[config.mk]
export PLATFORM = sky130hd
export DESIGN_NAME = mem_port_arbiter
export DESIGN_NICKNAME = d
export VERILOG_FILES = /design/src/rtl/mem_port_arbiter.sv
export SDC_FILE = /design/constraint.sdc
export NUM_CORES = 1
export LEC_CHECK = 0
export CORE_ASPECT_RATIO = 1.4
export CORE_UTILIZATION = 39
export DETAILED_ROUTE_END_ITERATION = 7
export HOLD_SLACK_MARGIN = 0.1
export PLACE_DENSITY_LB_ADDON = 0.25
export RECOVER_POWER = 25
export SLEW_MARGIN = 5
export SYNTH_ARGS = -nofsm -noshare
export SYNTH_HDL_FRONTEND = slang
export SYNTH_SLANG_ARGS = --single-unit
export TNS_END_PERCENT = 1
[constraint.sdc]
create_clock -name clk -period 1.7 [get_ports clk]
set_input_delay 0.255 -clock clk [delete_from_list [all_inputs] [get_ports clk]]
set_output_delay 0.255 -clock clk [all_outputs]
set_load 0.01 [all_outputs]
[src/rtl/mem_port_arbiter.sv]
// Shares one single-port memory between instruction fetch and the data stage.
// Data wins by default; a fairness counter and a response watchdog bound every wait.
module mem_port_arbiter #(
  parameter int ADDR_W   = 16,
  parameter int DATA_W   = 32,
  parameter int FAIR_MAX = 4,
  parameter int TIMEOUT  = 64
) (
  input  logic              clk,
  input  logic              rst,
  input  logic              i_if_req,
  input  logic [ADDR_W-1:0] i_if_addr,
  input  logic              i_if_abort,
  output logic              o_if_ready,
  output logic [DATA_W-1:0] o_if_rdata,
  input  logic              i_d_req,
  input  logic              i_d_we,
  input  logic [ADDR_W-1:0] i_d_addr,
  input  logic [DATA_W-1:0] i_d_wdata,
  output logic              o_d_ready,
  output logic [DATA_W-1:0] o_d_rdata,
  output logic              o_mem_en,
  output logic              o_mem_we,
  output logic [ADDR_W-1:0] o_mem_addr,
  output logic [DATA_W-1:0] o_mem_wdata,
  input  logic [DATA_W-1:0] i_mem_rdata,
  input  logic              i_mem_valid,
  output logic              o_err
);
  typedef enum logic [1:0] {S_IDLE, S_ISSUE, S_WAIT, S_RESP} state_t;

  localparam logic [3:0] FAIR_LIM = 4'(FAIR_MAX);
  localparam logic [7:0] WD_LIM   = 8'(TIMEOUT);

  state_t              r_state, w_state_next;
  logic                r_owner_if, w_owner_if_next;
  logic [3:0]          r_fair_cnt, w_fair_cnt_next;
  logic                r_abort, w_abort_next;
  logic [7:0]          r_wd_cnt, w_wd_cnt_next;
  logic                r_err, w_err_next;
  logic                r_mem_en, w_mem_en_next;
  logic                r_mem_we, w_mem_we_next;
  logic [ADDR_W-1:0]   r_mem_addr, w_mem_addr_next;
  logic [DATA_W-1:0]   r_mem_wdata, w_mem_wdata_next;
  logic [DATA_W-1:0]   r_if_rdata, w_if_rdata_next;
  logic [DATA_W-1:0]   r_d_rdata, w_d_rdata_next;
  logic                w_if_pend, w_grant_if, w_grant_d;

  always_ff @(posedge clk) begin
    if (rst) begin
      r_state     <= S_IDLE;
      r_owner_if  <= 1'b0;
      r_fair_cnt  <= '0;
      r_abort     <= 1'b0;
      r_wd_cnt    <= '0;
      r_err       <= 1'b0;
      r_mem_en    <= 1'b0;
      r_mem_we    <= 1'b0;
      r_mem_addr  <= '0;
      r_mem_wdata <= '0;
      r_if_rdata  <= '0;
      r_d_rdata   <= '0;
    end else begin
      r_state     <= w_state_next;
      r_owner_if  <= w_owner_if_next;
      r_fair_cnt  <= w_fair_cnt_next;
      r_abort     <= w_abort_next;
      r_wd_cnt    <= w_wd_cnt_next;
      r_err       <= w_err_next;
      r_mem_en    <= w_mem_en_next;
      r_mem_we    <= w_mem_we_next;
      r_mem_addr  <= w_mem_addr_next;
      r_mem_wdata <= w_mem_wdata_next;
      r_if_rdata  <= w_if_rdata_next;
      r_d_rdata   <= w_d_rdata_next;
    end
  end

  always_comb begin
    w_state_next     = r_state;
    w_owner_if_next  = r_owner_if;
    w_fair_cnt_next  = r_fair_cnt;
    w_abort_next     = r_abort;
    w_wd_cnt_next    = r_wd_cnt;
    w_err_next       = r_err;
    w_mem_en_next    = 1'b0;
    w_mem_we_next    = r_mem_we;
    w_mem_addr_next  = r_mem_addr;
    w_mem_wdata_next = r_mem_wdata;
    w_if_rdata_next  = r_if_rdata;
    w_d_rdata_next   = r_d_rdata;
    w_if_pend        = i_if_req && !i_if_abort;
    w_grant_if       = 1'b0;
    w_grant_d        = 1'b0;

    // A flush only marks a fetch already past arbitration; its access still runs out.
    if (r_owner_if && i_if_abort && (r_state != S_IDLE)) begin
      w_abort_next = 1'b1;
    end

    case (r_state)
      S_IDLE: begin
        if (w_if_pend && ((r_fair_cnt == FAIR_LIM) || !i_d_req)) begin
          w_grant_if = 1'b1;
        end else if (i_d_req) begin
          w_grant_d = 1'b1;
        end
        if (w_grant_if) begin
          w_owner_if_next  = 1'b1;
          w_mem_we_next    = 1'b0;
          w_mem_addr_next  = i_if_addr;
          w_mem_wdata_next = '0;
          w_fair_cnt_next  = '0;
        end
        if (w_grant_d) begin
          w_owner_if_next  = 1'b0;
          w_mem_we_next    = i_d_we;
          w_mem_addr_next  = i_d_addr;
          w_mem_wdata_next = i_d_wdata;
          if (!i_if_req) begin
            w_fair_cnt_next = '0;
          end else if (r_fair_cnt != FAIR_LIM) begin
            w_fair_cnt_next = r_fair_cnt + 4'd1;
          end
        end
        if (w_grant_if || w_grant_d) begin
          w_mem_en_next = 1'b1;
          w_wd_cnt_next = '0;
          w_state_next  = S_ISSUE;
        end
      end
      S_ISSUE: begin
        w_state_next = S_WAIT;
      end
      S_WAIT: begin
        if (i_mem_valid) begin
          if (r_owner_if) begin
            w_if_rdata_next = i_mem_rdata;
          end else if (!r_mem_we) begin
            w_d_rdata_next = i_mem_rdata;
          end
          w_state_next = S_RESP;
        end else if (r_wd_cnt == WD_LIM) begin
          w_err_next = 1'b1;
          if (r_owner_if) begin
            w_if_rdata_next = '0;
          end else if (!r_mem_we) begin
            w_d_rdata_next = '0;
          end
          w_state_next = S_RESP;
        end else begin
          w_wd_cnt_next = r_wd_cnt + 8'd1;
        end
      end
      S_RESP: begin
        w_state_next = S_IDLE;
        w_abort_next = 1'b0;
      end
      default: begin
        w_state_next = S_IDLE;
      end
    endcase
  end

  // A flush arriving in the response cycle itself still suppresses the pulse.
  assign o_if_ready  = (r_state == S_RESP) && r_owner_if && !r_abort && !i_if_abort;
  assign o_d_ready   = (r_state == S_RESP) && !r_owner_if;
  assign o_if_rdata  = r_if_rdata;
  assign o_d_rdata   = r_d_rdata;
  assign o_mem_en    = r_mem_en;
  assign o_mem_we    = r_mem_we;
  assign o_mem_addr  = r_mem_addr;
  assign o_mem_wdata = r_mem_wdata;
  assign o_err       = r_err;
endmodule

==> out/results.txt, run 1 <==
Commonest non-fill, non-tap cell in the layout -> clkdlybuf4s50_1
Commonest non-fill, non-tap cells in the layout -> clkdlybuf4s50_1, dfxtp_1, a32o_1
Wirelength, routed -> 15580 µm
Fin Setup TNS -> 0 ns
Layout cell share with drive strength beyond 1 -> 0.1740
Hold wc startpoint -> rst
DRT Pass-1 Iters -> 4
Reg2reg start -> r_fair_cnt[0]
Hold Violations, Final -> 0
Synth top area cells -> dfxtp_1, a32o_1, a21oi_1
Die span in x -> 100.1 µm
Die ar. -> 13950 µm²
RSZ-0062 raised after global routing -> true
DR DRC count -> 0
Async SR Flop Fraction -> 0
CTS buffer count -> 17
Critical Path RT -> 2.03 ns
Die Span Y -> 139.3 µm
MaxCap Viol Count -> 0
Reg2reg path depth -> 8
Total grt overflow -> 0
Vias in the first global route -> 5045
Final period utilization -> 0.9759
Gpl congestion -> 0.7522
Clk_skew -> 0.01067 ns
Kind of end point of the critical path -> flip-flop
Slew HR -> 0.5893
CTS tree -> done
Syn Area/Cell -> 9.988 µm²
Crit path to -> o_mem_addr[6]
Row Count -> 49
Cell variety after synth -> 44
Antenna violations before repair -> 0
Syn-to-layout area delta -> 64.90%
Min cycle time layout -> 1.659 ns
Synth warn -> 0
First-pass GRT wire length -> 24450 µm
Max Used Layer -> met4
WP data arrival -> 1.99 ns
FILL cells -> 1033
Root buf cell -> clkbuf_16
WL per Instance -> 16.33 µm
Longest Clk Path Bufs -> 2
N_diodes -> 0
VDD IR max -> 0.8206 mV
Crit path kind -> reg -> reg
Total power -> 0.01016 W
CTS clock-pin slew for the worst setup and hold paths -> 0.06 ns
Met2 WL -> 7971 µm
CP max FO -> 7
H-tree levels -> 4
Largest net degree at the start of global routing -> 65
Worst min path class -> in -> reg
Synthesized Nets -> 636
Detailed Place HPWL -> 10500 µm
Max Freq -> 602.8 MHz
Total GRT Usage -> 0.2180
Sequential fraction of the synthesis area -> 0.4992
Cells after synthesis -> 526
Core ar. -> 13000 µm²
Worst Tran Pin Value -> 0.6160 ns
# setup viols final -> 0
Io pins -> 220
CP startpoint kind -> flip-flop
R2R Setup Slk -> 0.04 ns
Met1 wire length -> 5934 µm
Final Max Slew Viols -> 0
Mapped Area -> 5254 µm²
Post-synth top area cell -> dfxtp_1
Power per cell area -> 1173 nW/µm²
Starting Density -> 0.4042
Initial DRC Count -> 166
Via count -> 5108
Clock Latency Late Sink -> 0.41 ns
Synthesized flop and latch total -> 131
Synth top area share -> 0.4992
EDFF count, synth -> 0
Vias/cell -> 5.354
WL met3 -> 1324 µm
Final nets -> 873
Clk sinks -> 131
Most used DFF post-synth -> dfxtp_1
Port bufs -> 219
R2R Path End -> o_mem_addr[6]
Leakage power -> 3.033 nW
Crit path launch -> r_fair_cnt[0]
Status -> finished clean
ANT nets after route -> 0
[report_power, final]
part           total [W]  internal, W  leakage [nW]  switching [W]
registers        0.00357      0.00340          1.07       0.000178
clock network    0.00352      0.00205         0.268        0.00147
logic            0.00307      0.00157          1.70        0.00150
[final cells by class]
type                            count  area, µm²  share of cell area
Tap cell                          178      222.7             0.02571
Multi-Input combinational cell    336       2452              0.2831
Timing Repair Buffer              268       2758              0.3183
Sequential cell                   131       2628              0.3033
Clock buffer                       17      425.4             0.04910
Clock inverter                     15      143.9             0.01661
Inverter                            9      33.78            0.003899
[repair_timing]
item / CTS / global route
resized for setup: 12 / 23
setup endpoints to repair: 7 / 125
cloned: 0 / 4
hold buffers: 0 / 0
pin swaps: 3 / 8
setup buffers: 0 / 3
[worst max-delay path, stage by stage (launching register included)]
cell and delay [ns]:
dfxtp_2 0.34, inv_2 0.04, ha_4 0.16, and3b_2 0.24
a21boi_4 0.22, buf_12 0.16, clkbuf_16 0.15, nor3_1 0.05
nor4_2 0.23
[cell families (layout without fill, tap and decap cells)]
kind of cell / after synthesis / count (layout) / synth area share
compound gates: 137 / 137 / 0.2148
fa+ha+maj: 7 / 7 / 0.01667
simple gates: 188 / 188 / 0.2000
flops: 131 / 131 / 0.4992
buf+inv: 59 / 309 / 0.06145
mux: 4 / 4 / 0.007859
[cells in the mapped netlist, types with 7 or more instances]
| master | instances |
|---|---|
| buf_2 | 18 |
| nor4_2 | 16 |
| buf_4 | 7 |
| clkbuf_1 | 16 |
| buf_6 | 7 |
| o21ai_0 | 7 |
| dfxtp_1 | 131 |
| ha_1 | 7 |
| nor3_1 | 35 |
| nand3_1 | 37 |
| inv_1 | 9 |
| nor2_1 | 26 |
| a21oi_1 | 44 |
| nand2_1 | 43 |
| a32o_1 | 64 |
[flip-flops by register name, summed over array words and instances, names as in the netlist, 2 cells and up]
register and count:
o_mem_wdata 32, o_mem_addr 16, o_d_rdata 32, o_if_rdata 32
r_wd_cnt 8, r_fair_cnt 4, r_state 2
[per-stage QoR]
| step | utilization | area, µm² | worst slack (ns) | hold WS, ns | std cells |
|---|---|---|---|---|---|
| floorplan | - | 5254 | 0.1091 | 0.4069 | 526 |
| global placement | 0.6029 | 7836 | -0.1324 | 0.4374 | 915 |
| detailed placement | 0.6029 | 7836 | -0.2230 | 0.4437 | 915 |
| CTS | 0.6487 | 8432 | -0.01152 | 0.2333 | 947 |
| global route | 0.6665 | 8663 | -0.03700 | 0.2579 | 954 |
| finish | 0.6665 | 8663 | 0.04095 | 0.2474 | 954 |
[routing by layer]
metal | global-route usage | vias up
met5 | 0 | -
met4 | 0.07475 | 0
met3 | 0.07383 | 25
met2 | 0.3833 | 204
met1 | 0.2430 | 2431
li1 | - | 2448
[worst min-delay path by stage]
stage                 endpoint  slack, ns  depth (start not counted)
2_1_floorplan   o_mem_wdata[0]       0.41                          2
3_3_place_gp   o_mem_wdata[13]       0.44                          2
6_report                 o_err       0.25                          2
3_5_place_dp   o_mem_wdata[22]       0.44                          2
4_1_cts               o_mem_en       0.23                          2
5_1_grt               o_mem_en       0.26                          2
No activity file was read; power rests on OpenSTA's default activity.
==> inputs of run 2 (changes only) <==
--- a/config.mk
+++ b/config.mk
@@ -7,6 +7,7 @@
 export LEC_CHECK = 0
 export CORE_ASPECT_RATIO = 1.4
 export CORE_UTILIZATION = 39
+export CTS_CLUSTER_SIZE = 40
 export DETAILED_ROUTE_END_ITERATION = 7
 export HOLD_SLACK_MARGIN = 0.1
 export PLACE_DENSITY_LB_ADDON = 0.25
==> results of run 2 <==
No change in the layout: final DEF, timing and power equal those of run 1.
==> edit 1: new RTL, flow settings as in run 1 <==
Set the parameter `DATA_W` to 28 (it was 32).
--- a/src/rtl/mem_port_arbiter.sv
+++ b/src/rtl/mem_port_arbiter.sv
@@ -2,7 +2,7 @@
 // Data wins by default; a fairness counter and a response watchdog bound every wait.
 module mem_port_arbiter #(
   parameter int ADDR_W   = 16,
-  parameter int DATA_W   = 32,
+  parameter int DATA_W   = 28,
   parameter int FAIR_MAX = 4,
   parameter int TIMEOUT  = 64
 ) (
Interface: changed (5 resized); port bits go from 220 to 200. The function was not compared with the original's and may differ.
==> edit 1 against run 1 <==
Power is 0.66% lower; sequential cell count down 12; sequential power fell by 8.1%; non-clock buffer count fell by 14; setup slack got worse by 0.0036 ns; sequential share of layout area down 0.70 points; count of clock-buffer cells in the layout stayed put; wire length is 1.7% higher; area after synthesis decreased by 9.4%; design area decreased by 7.0%; highest routed layer unchanged.
==> edit 1: results (changes against run 1) <==
[outcome]
status=finished clean

[critical_path]
cp.arrival_ns=1.41  ; -0.58 ns
reg2reg_depth=8  ; unchanged
crit_path_max_incr_delay_ns=0.35
cp_max_fo=3  ; -4
r2r_end=o_d_rdata[12]$_SDFFE_PP0P_
crit_slowest_cell=dfxtp_2
rrSetupSlack_ns=0.05
r2r-start=r_wd_cnt[1]$_SDFFE_PP0P_

[global_routing]
grt_usage_pct=23.39  ; +1.6 points
grt_pass1_vias=4795  ; -5.0%
grt_max_degree=57  ; -12%
antenna_found_initial=0  ; unchanged
grt_first_pass_wirelength_um=23070  ; -5.6%
grt_remaining_overflow=0  ; unchanged

[min_path]
hold_class=in -> reg
holdPathEnd=r_wd_cnt[0]$_SDFFE_PP0P_
min_from=i_mem_valid
hold_depth=4  ; +2

[drt]
drtIter0Drc=178  ; +7.2%
via_per_inst=5.628  ; +5.1%
routed_wl_um=15840  ; +1.7%
first_pass_iters=6  ; +2

[finish]
layout-drive-gt1-share_pct=19.31  ; +1.9 points
nets=814  ; -6.8%

[synth]
yosys_warnings=0  ; unchanged
synth_cell_types=47  ; +6.8%
synth_compound_area_share_pct=21.35  ; -0.13 points
synth-adder-area-share_pct=1.841  ; +0.17 points
ys_top_cells_by_count=119 x dfxtp_1, 56 x a32o_1, 38 x a21oi_1, 36 x nand2_1, 36 x nor3_1
synth_xor_area_share_pct=0  ; unchanged
async_flop_share_pct=0  ; unchanged
synth_area_leaders=dfxtp_1 50%, a32o_1 12%, a21oi_1 4.0%
synth_mux_area_share_pct=1.078  ; +0.29 points
synth_flop_cell=dfxtp_1
syn-num-nets=584  ; -8.2%
ys_seq_area_share_pct=50.07  ; +0.15 points

[placement]
io_buffers=199  ; -9.1%
dpl_cell_area_mm2=0.007126  ; -9.1%
place.detailed.hpwl_um=10030  ; -4.5%
place_congestion=0.7624  ; +1.4%

[cts]
cts_max_path_buffers=2  ; unchanged
cts_max_level=4  ; unchanged
root_buffer=clkbuf_16
cts_buffers=17  ; unchanged
clk_latency_ns=0.41  ; about the same
clk_pin_slew_ns=0.06  ; about the same

[power]
swShare_pct=30.16  ; -0.79 points
leakage_nw=2.918  ; -3.8%
peakVddDrop_mv=0.7017  ; -14%

[sta]
skew_ns=0.007760  ; -0.002915 ns
max_slew.worst_pin.slew_ns=0.6759  ; +0.05990 ns

==> edit 1: power by group through the flow <==
| stage | sequential [mW] | combinational (mW) | clock (mW) |
|---|---|---|---|
| after CTS | 3.27 | 2.67 | 3.79 |
| after detailed placement | 3.32 | 2.65 | 0 |
| after floorplan | 3.43 | 1.19 | 0 |
| after global placement | 3.31 | 2.59 | 0 |
| after global routing | 3.32 | 3.31 | 3.89 |
| final | 3.28 | 3.08 | 3.73 |
==> edit 1: worst max path at each step <==
stage / start / slack, ns / endpoint / cells after the start
3_5_place_dp: i_if_abort / -0.19 / r_wd_cnt[7]$_SDFFE_PP0P_ / 7
6_report: r_state[0]$_SDFFE_PP0P_ / 0.04 / o_d_ready / 4
2_1_floorplan: r_wd_cnt[0]$_SDFFE_PP0P_ / 0.07 / o_if_rdata[12]$_SDFFE_PP0P_ / 7
3_3_place_gp: i_if_abort / -0.13 / r_wd_cnt[3]$_SDFFE_PP0P_ / 7
5_1_grt: r_state[1]$_SDFFE_PP0P_ / -0.04 / o_mem_addr[3]$_SDFFE_PP0P_ / 10
4_1_cts: r_fair_cnt[0]$_SDFFE_PP0N_ / 0.008 / o_mem_addr[3]$_SDFFE_PP0P_ / 7
==> edit 1: critical path, delay by kind of cell (launching register included) <==
kind          cells  cell delay [ns]
fa+ha+maj         1             0.20
buf+inv           2             0.34
flops             1             0.35
simple gates      1             0.11
==> edit 1: what timing repair did <==
action,in CTS,in global routing
pin swaps,1,7
gates resized for setup,16,19
buffers inserted,0,4
gates cloned,0,8
endpoints found under the setup margin,41,104
==> edit 1: cell type report <==
type	instances	area (um2)
multi-input combinational	305	2165
clock inverter	15	193.9
tap	147	183.9
timing repair buffer	254	2645
clock buffer	17	425.4
fill	935	3819
sequential	119	2389
inverter	15	58.81
==> edit 1: layer usage <==
layer / track usage, % / vias to the layer above / wire length (um)
met1: 25.13 / 2342 / 5817
met5: 0 / - / 0
met3: 8.103 / 30 / 1331
met4: 10.10 / 0 / 335
met2: 40.52 / 266 / 8357
li1: - / 2270 / -
==> edit 1: logic make-up after synthesis <==
kind of cell	count (synthesis)
AO/OA/AOI/OAI	123
adder cells (fa/ha/maj)	7
buffers and inverters	58
flip-flops	119
multiplexers	5
AND/OR/NAND/NOR	170
==> edit 1: stage by stage <==
step / hold WS [ns] / std cells / util, % / setup TNS (ns) / setup WS, ns
after global routing: 0.3388 / 872 / 67.85 / -0.1391 / -0.03725
after CTS: 0.3225 / 860 / 65.33 / 0 / 0.007872
after detailed placement: 0.4480 / 828 / 59.99 / -11.38 / -0.1893
after global placement: 0.4373 / 828 / 59.99 / -8.057 / -0.1310
after floorplan: 0.4069 / 482 / - / 0 / 0.07081
final: 0.3214 / 872 / 67.85 / 0 / 0.03735
==> edit 2: new RTL, settings of run 1 <==
Without the edit above. The 4 states of `state_t` get a one-hot encoding in 4 bits.
--- a/src/rtl/mem_port_arbiter.sv
+++ b/src/rtl/mem_port_arbiter.sv
@@ -27,7 +27,7 @@
   input  logic              i_mem_valid,
   output logic              o_err
 );
-  typedef enum logic [1:0] {S_IDLE, S_ISSUE, S_WAIT, S_RESP} state_t;
+  typedef enum logic [3:0] {S_IDLE = 4'b0001, S_ISSUE = 4'b0010, S_WAIT = 4'b0100, S_RESP = 4'b1000} state_t;
 
   localparam logic [3:0] FAIR_LIM = 4'(FAIR_MAX);
   localparam logic [7:0] WD_LIM   = 8'(TIMEOUT);
Function: no difference found for any inputs over 4 cycles, from zero or initial values and one cycle with rst high; so few cycles prove little.
==> edit 2 against run 1 <==
Wire length is 4.8% lower; critical endpoint is now o_if_ready; setup slack got worse by 0.33 ns; synthesized cell count is 4.2% lower; design area shrank 1.8%; area after synthesis is 4.8% lower; die area fell by 4.8%; sequential cell count up 2; first-iteration DRC count decreased by 9.6%; global-route usage is 0.073 points higher; sequential share of layout area grew 1.0 points; the flow now finishes with violations (design-rule violations, negative setup slack).
Power is not compared: it rests on default switching activity, and its combinational part moved more than twofold at a synthesized area within 25%.
==> edit 2: results (changes against run 1) <==
[outcome]
status=complete, but fails checks
violations=design-rule violations, negative setup slack

[sta]
relSlewSlack_pct=74.48  ; +16 points
skew_ns=0.007689  ; -0.002985 ns
setup_viol=128  ; +128
setup_ws_ns=-0.2858  ; -0.3268 ns

[global_routing]
grt_usage_pct=21.87  ; +0.073 points
grt_first_pass_wirelength_um=23180  ; -5.2%
grt_pass1_vias=4903  ; -2.8%
antenna_found_initial=1  ; +1
grt_max_degree=50  ; -23%

[critical_path]
rrSetupSlack_ns=-0.20  ; -0.24 ns
crit_path_max_incr_delay_ns=0.58  ; +0.24 ns
cp_max_fo=2  ; -5
reg2reg_depth=7  ; -1
cp-startpoint=r_state[2]$_SDFFE_PP0P_
crit_slowest_cell=or4b_4
r2r-start=r_wd_cnt[0]$_SDFFE_PP0P_
r2r_end=o_d_rdata[30]$_SDFFE_PP0P_

[drt]
first_pass_iters=6  ; +2
drtIter0Drc=150  ; -9.6%
drcViolationCount=32  ; +32
dr_total_vias=4867  ; -4.7%
routed_wl_um=14830  ; -4.8%

[cts]
cts_max_path_buffers=2  ; unchanged
cts_max_level=4  ; unchanged

[placement]
place_congestion=0.8414  ; +12%
dpl_cell_area_mm2=0.007825  ; -0.14%
place.detailed.hpwl_um=10410  ; -0.84%

[synth]
synth_cell_types=49  ; +11%
syn-num-nets=611  ; -3.9%
ys_seq_area_share_pct=53.25  ; +3.3 points

[min_path]
holdPathEnd=o_d_rdata[13]$_SDFFE_PP0P_

[finish]
nets=867  ; -0.69%
fillers=940  ; -9.0%

[edit 2: final cells by class]
cell class | count | area [um2] | share of cell area, %
clock buffer | 18 | 429.2 | 5.047
clock inverter | 13 | 182.7 | 2.148
timing repair buffer | 275 | 2711 | 31.89
antenna | 1 | 2.502 | 0.02943
inverter | 7 | 26.28 | 0.3090
sequential | 133 | 2665 | 31.34
tap | 150 | 187.7 | 2.207
multi-input combinational | 326 | 2298 | 27.03
[edit 2: power groups by stage]
stage	Sequential (mW)	Clock (mW)	Combinational, mW
after global routing	3.35	3.97	1.45
after global placement	3.39	0	1.29
after floorplan	3.46	0	0.499
after detailed placement	3.40	0	1.32
after CTS	3.34	3.83	1.35
final	3.34	3.76	1.35
[edit 2: kinds of logic after synthesis]
logic type	synth area share, %
AOI/OAI and AO/OA	25.60
and+or+nand+nor	14.54
DFF	53.25
buffers and inverters	4.179
muxes	1.426
adders and majority gates	1.001
[edit 2: stage by stage]
step                      setup TNS [ns]  instances  util (%)  hold slack (ns)  setup slack [ns]
final                             -11.67        923     68.40           0.3442           -0.2858
after global routing              -20.70        923     68.40           0.3728           -0.3148
after CTS                         -14.12        922     68.21           0.3351           -0.2395
after detailed placement          -22.55        890     62.94           0.4452           -0.4201
after global placement            -18.89        890     62.94           0.4332           -0.4093
after floorplan                   -3.374        504         -           0.4033          -0.06544
[edit 2: worst max-delay path by stage]
stage                                    end  slack [ns]  cells past startpoint
floorplan           r_wd_cnt[0]$_SDFFE_PP0P_       -0.07                      7
global placement                  o_if_ready       -0.41                      3
detailed placement                o_if_ready       -0.42                      3
CTS                               o_if_ready       -0.24                      3
global route                      o_if_ready       -0.31                      3
finish                            o_if_ready       -0.29                      3
[edit 2: per-layer routing]
layer	vias to the layer above	routed length (um)	global-route usage (%)
li1	2362	-	-
met5	-	0	0
met3	27	831	5.296
met2	163	7914	40.43
met4	0	322	8.838
met1	2315	5763	23.92
[edit 2: worst min-delay path, cell delays in order]
cell,delay (ns)
buf_2,0.21
nor3b_1,0.09
a21o_1,0.14
[edit 2: timing repair]
item | in CTS | in global routing
pin swaps | 4 | 1
buffers inserted | 1 | 0
setup endpoints to repair | 127 | 128
resized for setup | 34 | 6
